===== config.mk =====
export PLATFORM = sky130hd
export DESIGN_NAME = decode_stage_flat
export DESIGN_NICKNAME = d
export VERILOG_FILES = /design/src/rtl/decode_stage_pkg.sv /design/src/rtl/decode_stage_if.sv /design/src/rtl/decode_stage_reg_file_2r1w.sv /design/src/rtl/decode_stage.sv /design/src/flat_wrapper.sv
export SDC_FILE = /design/constraint.sdc
export NUM_CORES = 2
export LEC_CHECK = 0
export CAP_MARGIN = 10
export CORE_MARGIN = 2
export CORE_UTILIZATION = 35
export CTS_CLUSTER_DIAMETER = 80
export DETAILED_ROUTE_END_ITERATION = 7
export PLACE_DENSITY = 0.61
export SLEW_MARGIN = 20
export SYNTH_ARGS = -nofsm -noshare
export SYNTH_HDL_FRONTEND = slang
export SYNTH_SLANG_ARGS = --single-unit

===== constraint.sdc =====
create_clock -name clk -period 41.4 [get_ports clk]
set_input_delay 6.21 -clock clk [delete_from_list [all_inputs] [get_ports clk]]
set_output_delay 6.21 -clock clk [all_outputs]
set_load 0.02 [all_outputs]

===== src/rtl/decode_stage_pkg.sv =====
// Shared constants for the MIPS decode stage: bubble encoding, control bundle
// bit positions and instruction field offsets.
package decode_stage_pkg;

    localparam logic [31:0] NOP_INSTR    = 32'h3400_0000;
    localparam int          BUNDLE_W_DEF = 26;
    localparam int          EXT_SEL_BIT  = 19;
    localparam int          RF_WE_BIT    = 0;
    localparam int          RS_LSB       = 21;
    localparam int          RT_LSB       = 16;
    localparam int          RD_LSB       = 11;
    localparam int          IMM_W        = 16;
    localparam int          REG_IDX_W    = 5;
    localparam int          NUM_REGS     = 32;

    typedef logic [REG_IDX_W-1:0] reg_idx_t;

    typedef enum logic {
        EXT_SIGN = 1'b0,
        EXT_ZERO = 1'b1
    } ext_sel_e;

    function automatic logic bundle_rf_we(input logic [BUNDLE_W_DEF-1:0] bundle);
        return bundle[RF_WE_BIT];
    endfunction

endpackage


===== src/rtl/decode_stage_if.sv =====
// Fetch/writeback/execute-facing signal bundle of the decode stage.
// The slave modport is the decode stage itself; master is its environment.
interface decode_stage_if #(
    parameter int W        = 32,
    parameter int BUNDLE_W = 26
);
    logic [31:0]         instruction_in;
    logic [BUNDLE_W-1:0] bundle_in;
    logic [W-1:0]        pc_seq_in;
    logic                flush_in;
    logic                ex_mem_re_in;
    logic [4:0]          ex_dst_reg_in;
    logic                wb_we_in;
    logic [4:0]          wb_reg_in;
    logic [W-1:0]        wb_data_in;

    logic                stall_out;
    logic                valid_out;
    logic [31:0]         instruction_out;
    logic [BUNDLE_W-1:0] bundle_out;
    logic [W-1:0]        pc_seq_out;
    logic [W-1:0]        rs_data_out;
    logic [W-1:0]        rt_data_out;
    logic [4:0]          rs_idx_out;
    logic [4:0]          rt_idx_out;
    logic [4:0]          rd_idx_out;
    logic [W-1:0]        imm_ext_out;

    modport master (
        output instruction_in, bundle_in, pc_seq_in, flush_in,
               ex_mem_re_in, ex_dst_reg_in, wb_we_in, wb_reg_in, wb_data_in,
        input  stall_out, valid_out, instruction_out, bundle_out, pc_seq_out,
               rs_data_out, rt_data_out, rs_idx_out, rt_idx_out, rd_idx_out,
               imm_ext_out
    );

    modport slave (
        input  instruction_in, bundle_in, pc_seq_in, flush_in,
               ex_mem_re_in, ex_dst_reg_in, wb_we_in, wb_reg_in, wb_data_in,
        output stall_out, valid_out, instruction_out, bundle_out, pc_seq_out,
               rs_data_out, rt_data_out, rs_idx_out, rt_idx_out, rd_idx_out,
               imm_ext_out
    );
endinterface


===== src/rtl/decode_stage_reg_file_2r1w.sv =====
// Architectural register file: 32 x W, two combinational read ports with
// write-through from the writeback port, r0 hardwired to zero.
module reg_file_2r1w
    import decode_stage_pkg::*;
#(
    parameter int W = 32
) (
    input  logic         clk,
    input  logic         rst,
    input  logic         i_we,
    input  reg_idx_t     i_waddr,
    input  logic [W-1:0] i_wdata,
    input  reg_idx_t     i_raddr_a,
    input  reg_idx_t     i_raddr_b,
    output logic [W-1:0] o_rdata_a,
    output logic [W-1:0] o_rdata_b
);

    logic [W-1:0] r_mem [NUM_REGS];
    logic         w_hit_a;
    logic         w_hit_b;

    always_ff @(posedge clk or posedge rst) begin
        if (rst) begin
            for (int i = 0; i < NUM_REGS; i++) begin
                r_mem[i] <= '0;
            end
        end else if (i_we && (i_waddr != '0)) begin
            r_mem[i_waddr] <= i_wdata;
        end
    end

    // A same-cycle writeback to the index being read wins over the stored value.
    assign w_hit_a = i_we && (i_waddr == i_raddr_a);
    assign w_hit_b = i_we && (i_waddr == i_raddr_b);

    assign o_rdata_a = (i_raddr_a == '0) ? '0 : (w_hit_a ? i_wdata : r_mem[i_raddr_a]);
    assign o_rdata_b = (i_raddr_b == '0) ? '0 : (w_hit_b ? i_wdata : r_mem[i_raddr_b]);

endmodule


===== src/rtl/decode_stage.sv =====
// MIPS instruction-decode stage: IF/ID register, register file read, immediate
// extension, load-use hazard detection and the registered ID/EX bundle.
module decode_stage
    import decode_stage_pkg::*;
#(
    parameter int          W        = 32,
    parameter int          BUNDLE_W = 26,
    parameter logic [31:0] NOP      = NOP_INSTR
) (
    input  logic         clk,
    input  logic         reset,
    decode_stage_if.slave bus
);

    function automatic logic [W-1:0] extend_imm(input logic [IMM_W-1:0] imm,
                                                input logic             zero_ext);
        logic signed [W-1:0] sext;
        sext = {{(W-IMM_W){imm[IMM_W-1]}}, imm};
        return zero_ext ? {{(W-IMM_W){1'b0}}, imm} : sext;
    endfunction

    logic [31:0]         r_instr_p0;
    logic [BUNDLE_W-1:0] r_bundle_p0;
    logic [W-1:0]        r_pc_p0;
    logic                r_vld_p0;

    logic [31:0]         r_instr_p1;
    logic [BUNDLE_W-1:0] r_bundle_p1;
    logic [W-1:0]        r_pc_p1;
    reg_idx_t            r_rs_idx_p1;
    reg_idx_t            r_rt_idx_p1;
    reg_idx_t            r_rd_idx_p1;
    logic [W-1:0]        r_rs_data_p1;
    logic [W-1:0]        r_rt_data_p1;
    logic [W-1:0]        r_imm_p1;
    logic                r_vld_p1;

    reg_idx_t            w_rs_idx;
    reg_idx_t            w_rt_idx;
    reg_idx_t            w_rd_idx;
    logic [W-1:0]        w_rs_data;
    logic [W-1:0]        w_rt_data;
    logic [W-1:0]        w_imm_ext;
    ext_sel_e            w_ext_sel;
    logic                w_stall;

    // IF/ID boundary (p0)
    always_ff @(posedge clk or posedge reset) begin
        if (reset) begin
            r_instr_p0  <= NOP;
            r_bundle_p0 <= '0;
            r_pc_p0     <= '0;
            r_vld_p0    <= 1'b0;
        end else if (bus.flush_in) begin
            r_instr_p0  <= NOP;
            r_bundle_p0 <= '0;
            r_pc_p0     <= '0;
            r_vld_p0    <= 1'b0;
        end else if (!w_stall) begin
            r_instr_p0  <= bus.instruction_in;
            r_bundle_p0 <= bus.bundle_in;
            r_pc_p0     <= bus.pc_seq_in;
            r_vld_p0    <= 1'b1;
        end
    end

    assign w_rs_idx  = r_instr_p0[RS_LSB +: REG_IDX_W];
    assign w_rt_idx  = r_instr_p0[RT_LSB +: REG_IDX_W];
    assign w_rd_idx  = r_instr_p0[RD_LSB +: REG_IDX_W];
    assign w_ext_sel = ext_sel_e'(r_bundle_p0[EXT_SEL_BIT]);
    assign w_imm_ext = extend_imm(r_instr_p0[IMM_W-1:0], w_ext_sel == EXT_ZERO);

    // rt is compared even for I-type instructions where it is a destination.
    assign w_stall = r_vld_p0 & bus.ex_mem_re_in & (bus.ex_dst_reg_in != '0)
                   & ((bus.ex_dst_reg_in == w_rs_idx) | (bus.ex_dst_reg_in == w_rt_idx));

    reg_file_2r1w #(.W(W)) u_rf (
        .clk       (clk),
        .rst       (reset),
        .i_we      (bus.wb_we_in),
        .i_waddr   (bus.wb_reg_in),
        .i_wdata   (bus.wb_data_in),
        .i_raddr_a (w_rs_idx),
        .i_raddr_b (w_rt_idx),
        .o_rdata_a (w_rs_data),
        .o_rdata_b (w_rt_data)
    );

    // ID/EX boundary (p1)
    always_ff @(posedge clk or posedge reset) begin
        if (reset) begin
            r_instr_p1   <= NOP;
            r_bundle_p1  <= '0;
            r_pc_p1      <= '0;
            r_rs_idx_p1  <= '0;
            r_rt_idx_p1  <= '0;
            r_rd_idx_p1  <= '0;
            r_rs_data_p1 <= '0;
            r_rt_data_p1 <= '0;
            r_imm_p1     <= '0;
            r_vld_p1     <= 1'b0;
        end else if (bus.flush_in || w_stall) begin
            r_instr_p1   <= NOP;
            r_bundle_p1  <= '0;
            r_pc_p1      <= '0;
            r_rs_idx_p1  <= '0;
            r_rt_idx_p1  <= '0;
            r_rd_idx_p1  <= '0;
            r_rs_data_p1 <= '0;
            r_rt_data_p1 <= '0;
            r_imm_p1     <= '0;
            r_vld_p1     <= 1'b0;
        end else begin
            r_instr_p1   <= r_instr_p0;
            r_bundle_p1  <= r_bundle_p0;
            r_pc_p1      <= r_pc_p0;
            r_rs_idx_p1  <= w_rs_idx;
            r_rt_idx_p1  <= w_rt_idx;
            r_rd_idx_p1  <= w_rd_idx;
            r_rs_data_p1 <= w_rs_data;
            r_rt_data_p1 <= w_rt_data;
            r_imm_p1     <= w_imm_ext;
            r_vld_p1     <= r_vld_p0;
        end
    end

    assign bus.stall_out       = w_stall;
    assign bus.valid_out       = r_vld_p1;
    assign bus.instruction_out = r_instr_p1;
    assign bus.bundle_out      = r_bundle_p1;
    assign bus.pc_seq_out      = r_pc_p1;
    assign bus.rs_idx_out      = r_rs_idx_p1;
    assign bus.rt_idx_out      = r_rt_idx_p1;
    assign bus.rd_idx_out      = r_rd_idx_p1;
    assign bus.rs_data_out     = r_rs_data_p1;
    assign bus.rt_data_out     = r_rt_data_p1;
    assign bus.imm_ext_out     = r_imm_p1;

endmodule


===== src/flat_wrapper.sv =====
// flat-port wrapper written by rule: the top's interface ports become plain ports
module decode_stage_flat import decode_stage_pkg::*;
#(
    parameter int          W        = 32,
    parameter int          BUNDLE_W = 26,
    parameter logic [31:0] NOP      = NOP_INSTR
)
  (clk, reset, bus_instruction_in, bus_bundle_in, bus_pc_seq_in, bus_flush_in, bus_ex_mem_re_in, bus_ex_dst_reg_in, bus_wb_we_in, bus_wb_reg_in, bus_wb_data_in, bus_stall_out, bus_valid_out, bus_instruction_out, bus_bundle_out, bus_pc_seq_out, bus_rs_data_out, bus_rt_data_out, bus_rs_idx_out, bus_rt_idx_out, bus_rd_idx_out, bus_imm_ext_out);
  decode_stage_if #(.W(W), .BUNDLE_W(BUNDLE_W)) bus_i ();
  input  logic clk;
  input  logic reset;
  input wire logic [$bits(bus_i.instruction_in)-1:0] bus_instruction_in;
  input wire logic [$bits(bus_i.bundle_in)-1:0] bus_bundle_in;
  input wire logic [$bits(bus_i.pc_seq_in)-1:0] bus_pc_seq_in;
  input wire logic [$bits(bus_i.flush_in)-1:0] bus_flush_in;
  input wire logic [$bits(bus_i.ex_mem_re_in)-1:0] bus_ex_mem_re_in;
  input wire logic [$bits(bus_i.ex_dst_reg_in)-1:0] bus_ex_dst_reg_in;
  input wire logic [$bits(bus_i.wb_we_in)-1:0] bus_wb_we_in;
  input wire logic [$bits(bus_i.wb_reg_in)-1:0] bus_wb_reg_in;
  input wire logic [$bits(bus_i.wb_data_in)-1:0] bus_wb_data_in;
  output wire logic [$bits(bus_i.stall_out)-1:0] bus_stall_out;
  output wire logic [$bits(bus_i.valid_out)-1:0] bus_valid_out;
  output wire logic [$bits(bus_i.instruction_out)-1:0] bus_instruction_out;
  output wire logic [$bits(bus_i.bundle_out)-1:0] bus_bundle_out;
  output wire logic [$bits(bus_i.pc_seq_out)-1:0] bus_pc_seq_out;
  output wire logic [$bits(bus_i.rs_data_out)-1:0] bus_rs_data_out;
  output wire logic [$bits(bus_i.rt_data_out)-1:0] bus_rt_data_out;
  output wire logic [$bits(bus_i.rs_idx_out)-1:0] bus_rs_idx_out;
  output wire logic [$bits(bus_i.rt_idx_out)-1:0] bus_rt_idx_out;
  output wire logic [$bits(bus_i.rd_idx_out)-1:0] bus_rd_idx_out;
  output wire logic [$bits(bus_i.imm_ext_out)-1:0] bus_imm_ext_out;
  assign bus_i.instruction_in = bus_instruction_in;
  assign bus_i.bundle_in = bus_bundle_in;
  assign bus_i.pc_seq_in = bus_pc_seq_in;
  assign bus_i.flush_in = bus_flush_in;
  assign bus_i.ex_mem_re_in = bus_ex_mem_re_in;
  assign bus_i.ex_dst_reg_in = bus_ex_dst_reg_in;
  assign bus_i.wb_we_in = bus_wb_we_in;
  assign bus_i.wb_reg_in = bus_wb_reg_in;
  assign bus_i.wb_data_in = bus_wb_data_in;
  assign bus_stall_out = bus_i.stall_out;
  assign bus_valid_out = bus_i.valid_out;
  assign bus_instruction_out = bus_i.instruction_out;
  assign bus_bundle_out = bus_i.bundle_out;
  assign bus_pc_seq_out = bus_i.pc_seq_out;
  assign bus_rs_data_out = bus_i.rs_data_out;
  assign bus_rt_data_out = bus_i.rt_data_out;
  assign bus_rs_idx_out = bus_i.rs_idx_out;
  assign bus_rt_idx_out = bus_i.rt_idx_out;
  assign bus_rd_idx_out = bus_i.rd_idx_out;
  assign bus_imm_ext_out = bus_i.imm_ext_out;
  decode_stage #(.W(W), .BUNDLE_W(BUNDLE_W), .NOP(NOP)) u_core (.clk(clk), .reset(reset), .bus(bus_i));
endmodule

==> impl_metrics.csv <==
group,metric,value,unit
cts,clk_path_buf_depth,3,
cts,htree_levels,4,
pwr,vdd_drop_max,0.0000312,V
setup_path,ff2ff_setup_slack,36.82,ns
finish,nNetsFinal,4685,
hold_path,hold_path.class,"flop to flop",
synth,yosysWarnings,0,
global_route,grt_pass1_wl,297000,um
synth,synth_top_area_share,0.493,
global_route,grt_pass1_vias,42800,
synth,yosys.area.top_type,"dfrtp_1",
sta,max_freq,66.0,MHz
synth,synth_edf_count,0,
synth,synthDistinctLibCells,53,
finish,final_cell_mix,"1255 x dfrtp_1, 1023 x mux2_2, 477 x mux4_2, 315 x clkdlybuf4s50_1, 225 x mux2i_1",
drt,avgViaCountPerCell,5.82,
sta,finalMaxSlewViolations,0,
sta,slew_headroom,0.262,
drt,first_pass_iters,5,
hold_path,hold_end,"u_core.u_rf.r_mem[1013]$_DFFE_PP0P_",
finish,seqCellArea,31800,um^2
setup_path,r2r_cells,7,
global_route,overflow,0,
setup_path,cp.arrival,8.95,ns
pwr,p_per_area,47.8,nW/um^2
setup_path,timing.rr.end,"u_core.bus.rt_data_out[15]$_DFF_PP0_",
die,start_util,0.352,
drt,wl,201000,um
synth,ys.flop_type,"dfrtp_1",
global_route,antenna_found_initial,16,
synth,synthesis.nets,4641,
sta,setup_tns,0,ns
sta,fin_crit,15.16,ns
cts,cts_tree,"done",
drt,drc,0,
die,boundaryPins,340,
finish,post-route-util,0.405,
cts,clock_sinks,1271,
die,die_area,187000,um^2
sta,worst_slew_pin_slew,1.11,ns
drt,drtIter0Drc,3366,
finish,layout-drive-gt1-share,0.415,
drt,vias,41000,
cts,insertion_delay,0.79,ns
die,die_h,432,um
sta,finalCritPeriodShare,0.366,
finish,fillCellCount,16900,
finish,synthToLayoutAreaGrowth,15.2,%
sta,rsz0062_at_grt,"no",
synth,yosysSeqAreaShare,0.495,
setup_path,r2r-start,"u_core.r_instr_p0[16]$_DFFE_PP0P_",
placed_design,place_inst,6790,
drt,antenna_left,0,
finish,final_common_cell,"dfrtp_1",
hold_path,min_path_cells,0,
placed_design,dpl.hpwl,113000,um
die,fp.dieW,432,um
setup_path,cp-end-kind,"primary output",
setup_path,start_kind,"input pin",
cts,cts-root-buf,"clkbuf_16",
hold_path,worstHoldStart,"u_core.u_rf.r_mem[1013]$_DFFE_PP0P_",
sta,fin_skew,0.0306,ns
setup_path,critPathKind,"input pin to primary output",
cts,cts_hold_buf,0,
finish,finalNonFillerCells,7052,
finish,multi_input_comb_area,30200,um^2
synth,syn_area,64200,um^2
sta,hold_viol,0,
synth,async_flop_share,1.00,
setup_path,path_max_fanout,93,
synth,synthCells,4504,
cts,cts_resized,0,
cts,clkSlewWorstSetupHoldPaths,0.05,ns
placed_design,place_congestion,0.799,
cts,cts_setup_buffers,0,
outcome,status,"completed",
setup_path,cp_data_required_time,35.19,ns
pwr,p_leak,0.0305,uW
flow_run,maxCapViolCount,0,
synth,ys_ff_latch,1271,
placed_design,port_buffers,339,
synth,synth_top_cells_by_area,"dfrtp_1 49%, mux2_2 18%, mux4_2 17%",
sta,setup_viol_count_final,0,
synth,avgSynthCellArea,14.3,um^2
global_route,track_usage,0.215,
die,rows,157,
drt,wl_per_cell,28.4,um
die,design.core.area,183000,um^2
global_route,grt_max_degree,174,
cts,numCtsBuffers,141,
state kept, by name (all words and copies together) (netlist names):
register	flops
u_core.bus.bundle_out	26
u_core.bus.rt_data_out	32
u_core.bus.instruction_out	32
u_core.r_pc_p0	32
u_core.r_vld_p0	1
u_core.bus.valid_out	1
u_core.r_bundle_p0	26
u_core.bus.imm_ext_out	1
u_core.r_instr_p0	32
u_core.bus.rs_data_out	32
u_core.u_rf.r_mem	1024
u_core.bus.pc_seq_out	32
critical path, stage by stage:
cell,delay [ns]
clkdlybuf4s50_1,0.51
or4_1,0.59
o211ai_1,0.18
buf_4,0.72
nor2_1,0.08
clkdlybuf4s50_1,0.57
per-stage QoR:
step	worst slack (ns)	cell area [um^2]	total power (uW)	hold WS, ns
global placement	26.23	69300	2240	0.378
detailed placement	26.25	69300	2260	0.384
global route	26.07	74000	3690	0.404
CTS	26.25	74100	3570	0.397
finish	26.24	74000	3540	0.395
floorplan	17.63	64200	2070	0.423
worst max-delay path by stage:
stage,start,endpoint,slack (ns)
after detailed placement,bus_ex_dst_reg_in[2],bus_stall_out,26.25
final,bus_ex_dst_reg_in[2],bus_stall_out,26.24
after CTS,bus_ex_dst_reg_in[2],bus_stall_out,26.25
after floorplan,reset,u_core.bus.bundle_out[0]$_DFF_PP0_,17.63
after global routing,bus_ex_dst_reg_in[2],bus_stall_out,26.07
after global placement,bus_ex_dst_reg_in[2],bus_stall_out,26.23
Yosys cell counts (5+ instances only):
master and instances:
buf_1 78, o21ai_1 32, dfstp_2 6, o211ai_1 32
xnor2_1 12, nand2b_1 7, nor2b_1 8, mux4_2 477
a311oi_1 31, buf_4 60, xor2_1 8, a22oi_1 31
and2_1 89, nor3b_1 7, a221oi_1 32, nand3b_1 5
buf_6 5, mux2i_1 225, mux2_2 1023, clkbuf_1 290
nor2_1 206, a2111oi_2 9, nor4_1 33, a2111oi_1 18
nand2_1 55, nand3_1 99, o21ai_0 122, dfrtp_1 1265
a21oi_1 87, buf_2 112
where the power goes:
part           switching (uW)  internal, uW
logic                     267           375
registers                 151          1450
clock network             527           768
total                     945          2590
cells by family after synthesis:
logic type / count (synthesis) / share of synthesized area
flops: 1271 / 0.495
simple gates: 526 / 0.0395
mux: 1725 / 0.382
xor+xnor: 20 / 0.00273
compound gates: 413 / 0.0422
buf+inv: 549 / 0.0386
per-layer routing:
layer,up-vias,part of all wire,GRT usage
met5,-,0.00035,0
met3,361,0.059,0.0391
li1,17000,-,-
met4,12,0.034,0.0754
met2,1351,0.49,0.355
met1,22300,0.42,0.283
area by class of cell:
cell class              instances  share of cell area
diodes                          7            0.000237
clock buffers                 216              0.0583
clock inverters                39             0.00628
inverters                       2            0.000152
multi-input cells            2684               0.408
flip-flops and latches       1271               0.431
well taps                    2385              0.0403
repair buffers                448              0.0561
No activity file was read; power rests on OpenSTA's default activity.
==> patch, RTL diff (same flow settings) <==
`BUNDLE_W` is set to 26 in 3 places; all go to 34.
--- a/src/rtl/decode_stage_if.sv
+++ b/src/rtl/decode_stage_if.sv
@@ -4,3 +4,3 @@
     parameter int W        = 32,
-    parameter int BUNDLE_W = 26
+    parameter int BUNDLE_W = 34
 );
--- a/src/rtl/decode_stage.sv
+++ b/src/rtl/decode_stage.sv
@@ -6,3 +6,3 @@
     parameter int          W        = 32,
-    parameter int          BUNDLE_W = 26,
+    parameter int          BUNDLE_W = 34,
     parameter logic [31:0] NOP      = NOP_INSTR
--- a/src/flat_wrapper.sv
+++ b/src/flat_wrapper.sv
@@ -4,3 +4,3 @@
     parameter int          W        = 32,
-    parameter int          BUNDLE_W = 26,
+    parameter int          BUNDLE_W = 34,
     parameter logic [31:0] NOP      = NOP_INSTR
Ports: changed (resized bus_bundle_in and bus_bundle_out); port bits go from 340 to 356. The function was not compared with the original's and may differ.
==> patch against the unedited design <==
Design area grew 0.78%. Critical path type unchanged. Total power grew 0.63%. Largest power group unchanged. Worst setup slack gained 46 ps. Sequential cell count grew 16. Synthesized cell count shrank 0.62%. Synthesized area grew 0.77%. Routed wire length is essentially flat.
==> patch: results (changes against the unedited design) <==
vias in the first global route 42490 (-0.80%); CTS root buffer clkbuf_16; initial antenna violation count 21 (+5); Max FO, Critical Path 100 (+7.5%); gp weighted congestion 0.782 (-2.1%); DR vias/cell 5.80 (-0.37%); Largest register FFs 1024 (unchanged); hpwl dp 111000 um (-1.2%); Max VDD drop 0.0340 mV (+8.8%); static leakage 0.0306 uW (+0.61%); skew final 25.6 ps (-4.95 ps); largest net degree at the start of global routing 175 (+0.57%); GRT Util Overall 21.2% (-0.28 points); Initial DRC Count 3456 (+2.7%); buffers added on ports 355 (+4.7%); largest stage delay on the critical path 740 ps (+20 ps); Slew HR 19.4% (-6.8 points); later-pin clock latency in the skew report 780 ps; DRT Pass-1 Iters 7 (+2); first-pass GRT wire length 294000 um (-0.99%); H-tree depth 4 (unchanged); switching power 950 uW (+0.61%); status finished clean; final WL 201000 um (about the same); Filler cells 16887 (-0.12%); Ys Warns 0 (unchanged); Num CTS Buffers 143 (+1.4%); part of the Yosys area used for sequential elements 49.8% (+0.24 points); share of layout cells above drive strength 1 41.7% (+0.25 points); Distinct cells, synth 49 (-7.5%); Worst EP arrival 8900 ps (-50 ps); # resized after CTS 0 (unchanged); most frequent cells after synthesis dfrtp_1, mux2_2, mux4_2; NumNets Final 4674 (-0.23%); Post-Syn Nets 4621 (-0.43%); share of flip-flops with an asynchronous set or reset 100% (unchanged); synth top area cells dfrtp_1, mux4_2, mux2_2
patch: final timing paths:
kind | slack [ps] | startpoint | end | cells after the start
worst min register to register | 400 | u_core.u_rf.r_mem[1000] | u_core.u_rf.r_mem[1000] | 0
min in group asynchronous | 5980 | reset | u_core.bus.instruction_out[2] | 3
worst min-delay path | 400 | u_core.u_rf.r_mem[1000] | u_core.u_rf.r_mem[1000] | 0
worst max register to register | 36660 | u_core.r_instr_p0[21] | u_core.bus.rs_data_out[3] | 8
max in group asynchronous | 31750 | reset | u_core.u_rf.r_mem[820] | 7
worst max-delay path | 26290 | bus_ex_dst_reg_in[0] | bus_stall_out | 6
patch: kinds of logic (layout without fill, tap and decap cells):
kind of cell              Yosys count  count (layout)  share of synthesized area, %
AOI/OAI and AO/OA                 393             393                          3.91
xor gates and xnor gates           20              20                         0.271
DFF                              1287            1287                          49.8
muxes                            1698            1698                          38.0
other                               0               1                             0
and+or+nand+nor                   529             529                          4.06
buffers and inverters             549             708                          3.94
patch: critical path, delay by kind of cell:
kind | cells | cell delay [ps]
simple gates | 2 | 690
buf+inv | 3 | 1800
compound gates | 1 | 170
patch: power groups by stage:
stage	clock network [uW]	registers [uW]	logic, uW
after detailed placement	0	1630	659
final	1290	1610	654
after floorplan	0	1600	500
after global placement	0	1610	647
after CTS	1320	1610	661
after global routing	1370	1640	701
patch: routing by layer:
metal  global-route usage, %  routed length, um  vias to the layer above
li1                        -                  -                    16940
met1                    28.1              82700                    22390
met2                    35.1              98300                     1440
met3                    3.75              12900                      388
met4                    7.07               6640                       18
met5                       0                105                        -
patch: final cells by class:
type | count | share of cell area, %
Sequential cell | 1287 | 43.3
Multi-Input combinational cell | 2640 | 40.5
Antenna cell | 1 | 0.00336
Clock buffer | 210 | 5.71
Tap cell | 2464 | 4.14
Inverter | 3 | 0.0201
Clock inverter | 41 | 0.613
Timing Repair Buffer | 454 | 5.75
patch: through the flow:
| stage | instance area, um2 | total power, uW | hold WS (ps) | std cells | setup slack, ps |
|---|---|---|---|---|---|
| floorplan | 64700 | 2100 | 423 | 4476 | 17400 |
| global placement | 69900 | 2260 | 376 | 6847 | 26240 |
| detailed placement | 69900 | 2290 | 384 | 6847 | 26270 |
| CTS | 74600 | 3580 | 396 | 7098 | 26250 |
| global route | 74600 | 3710 | 408 | 7100 | 26120 |
| finish | 74600 | 3560 | 397 | 7100 | 26290 |
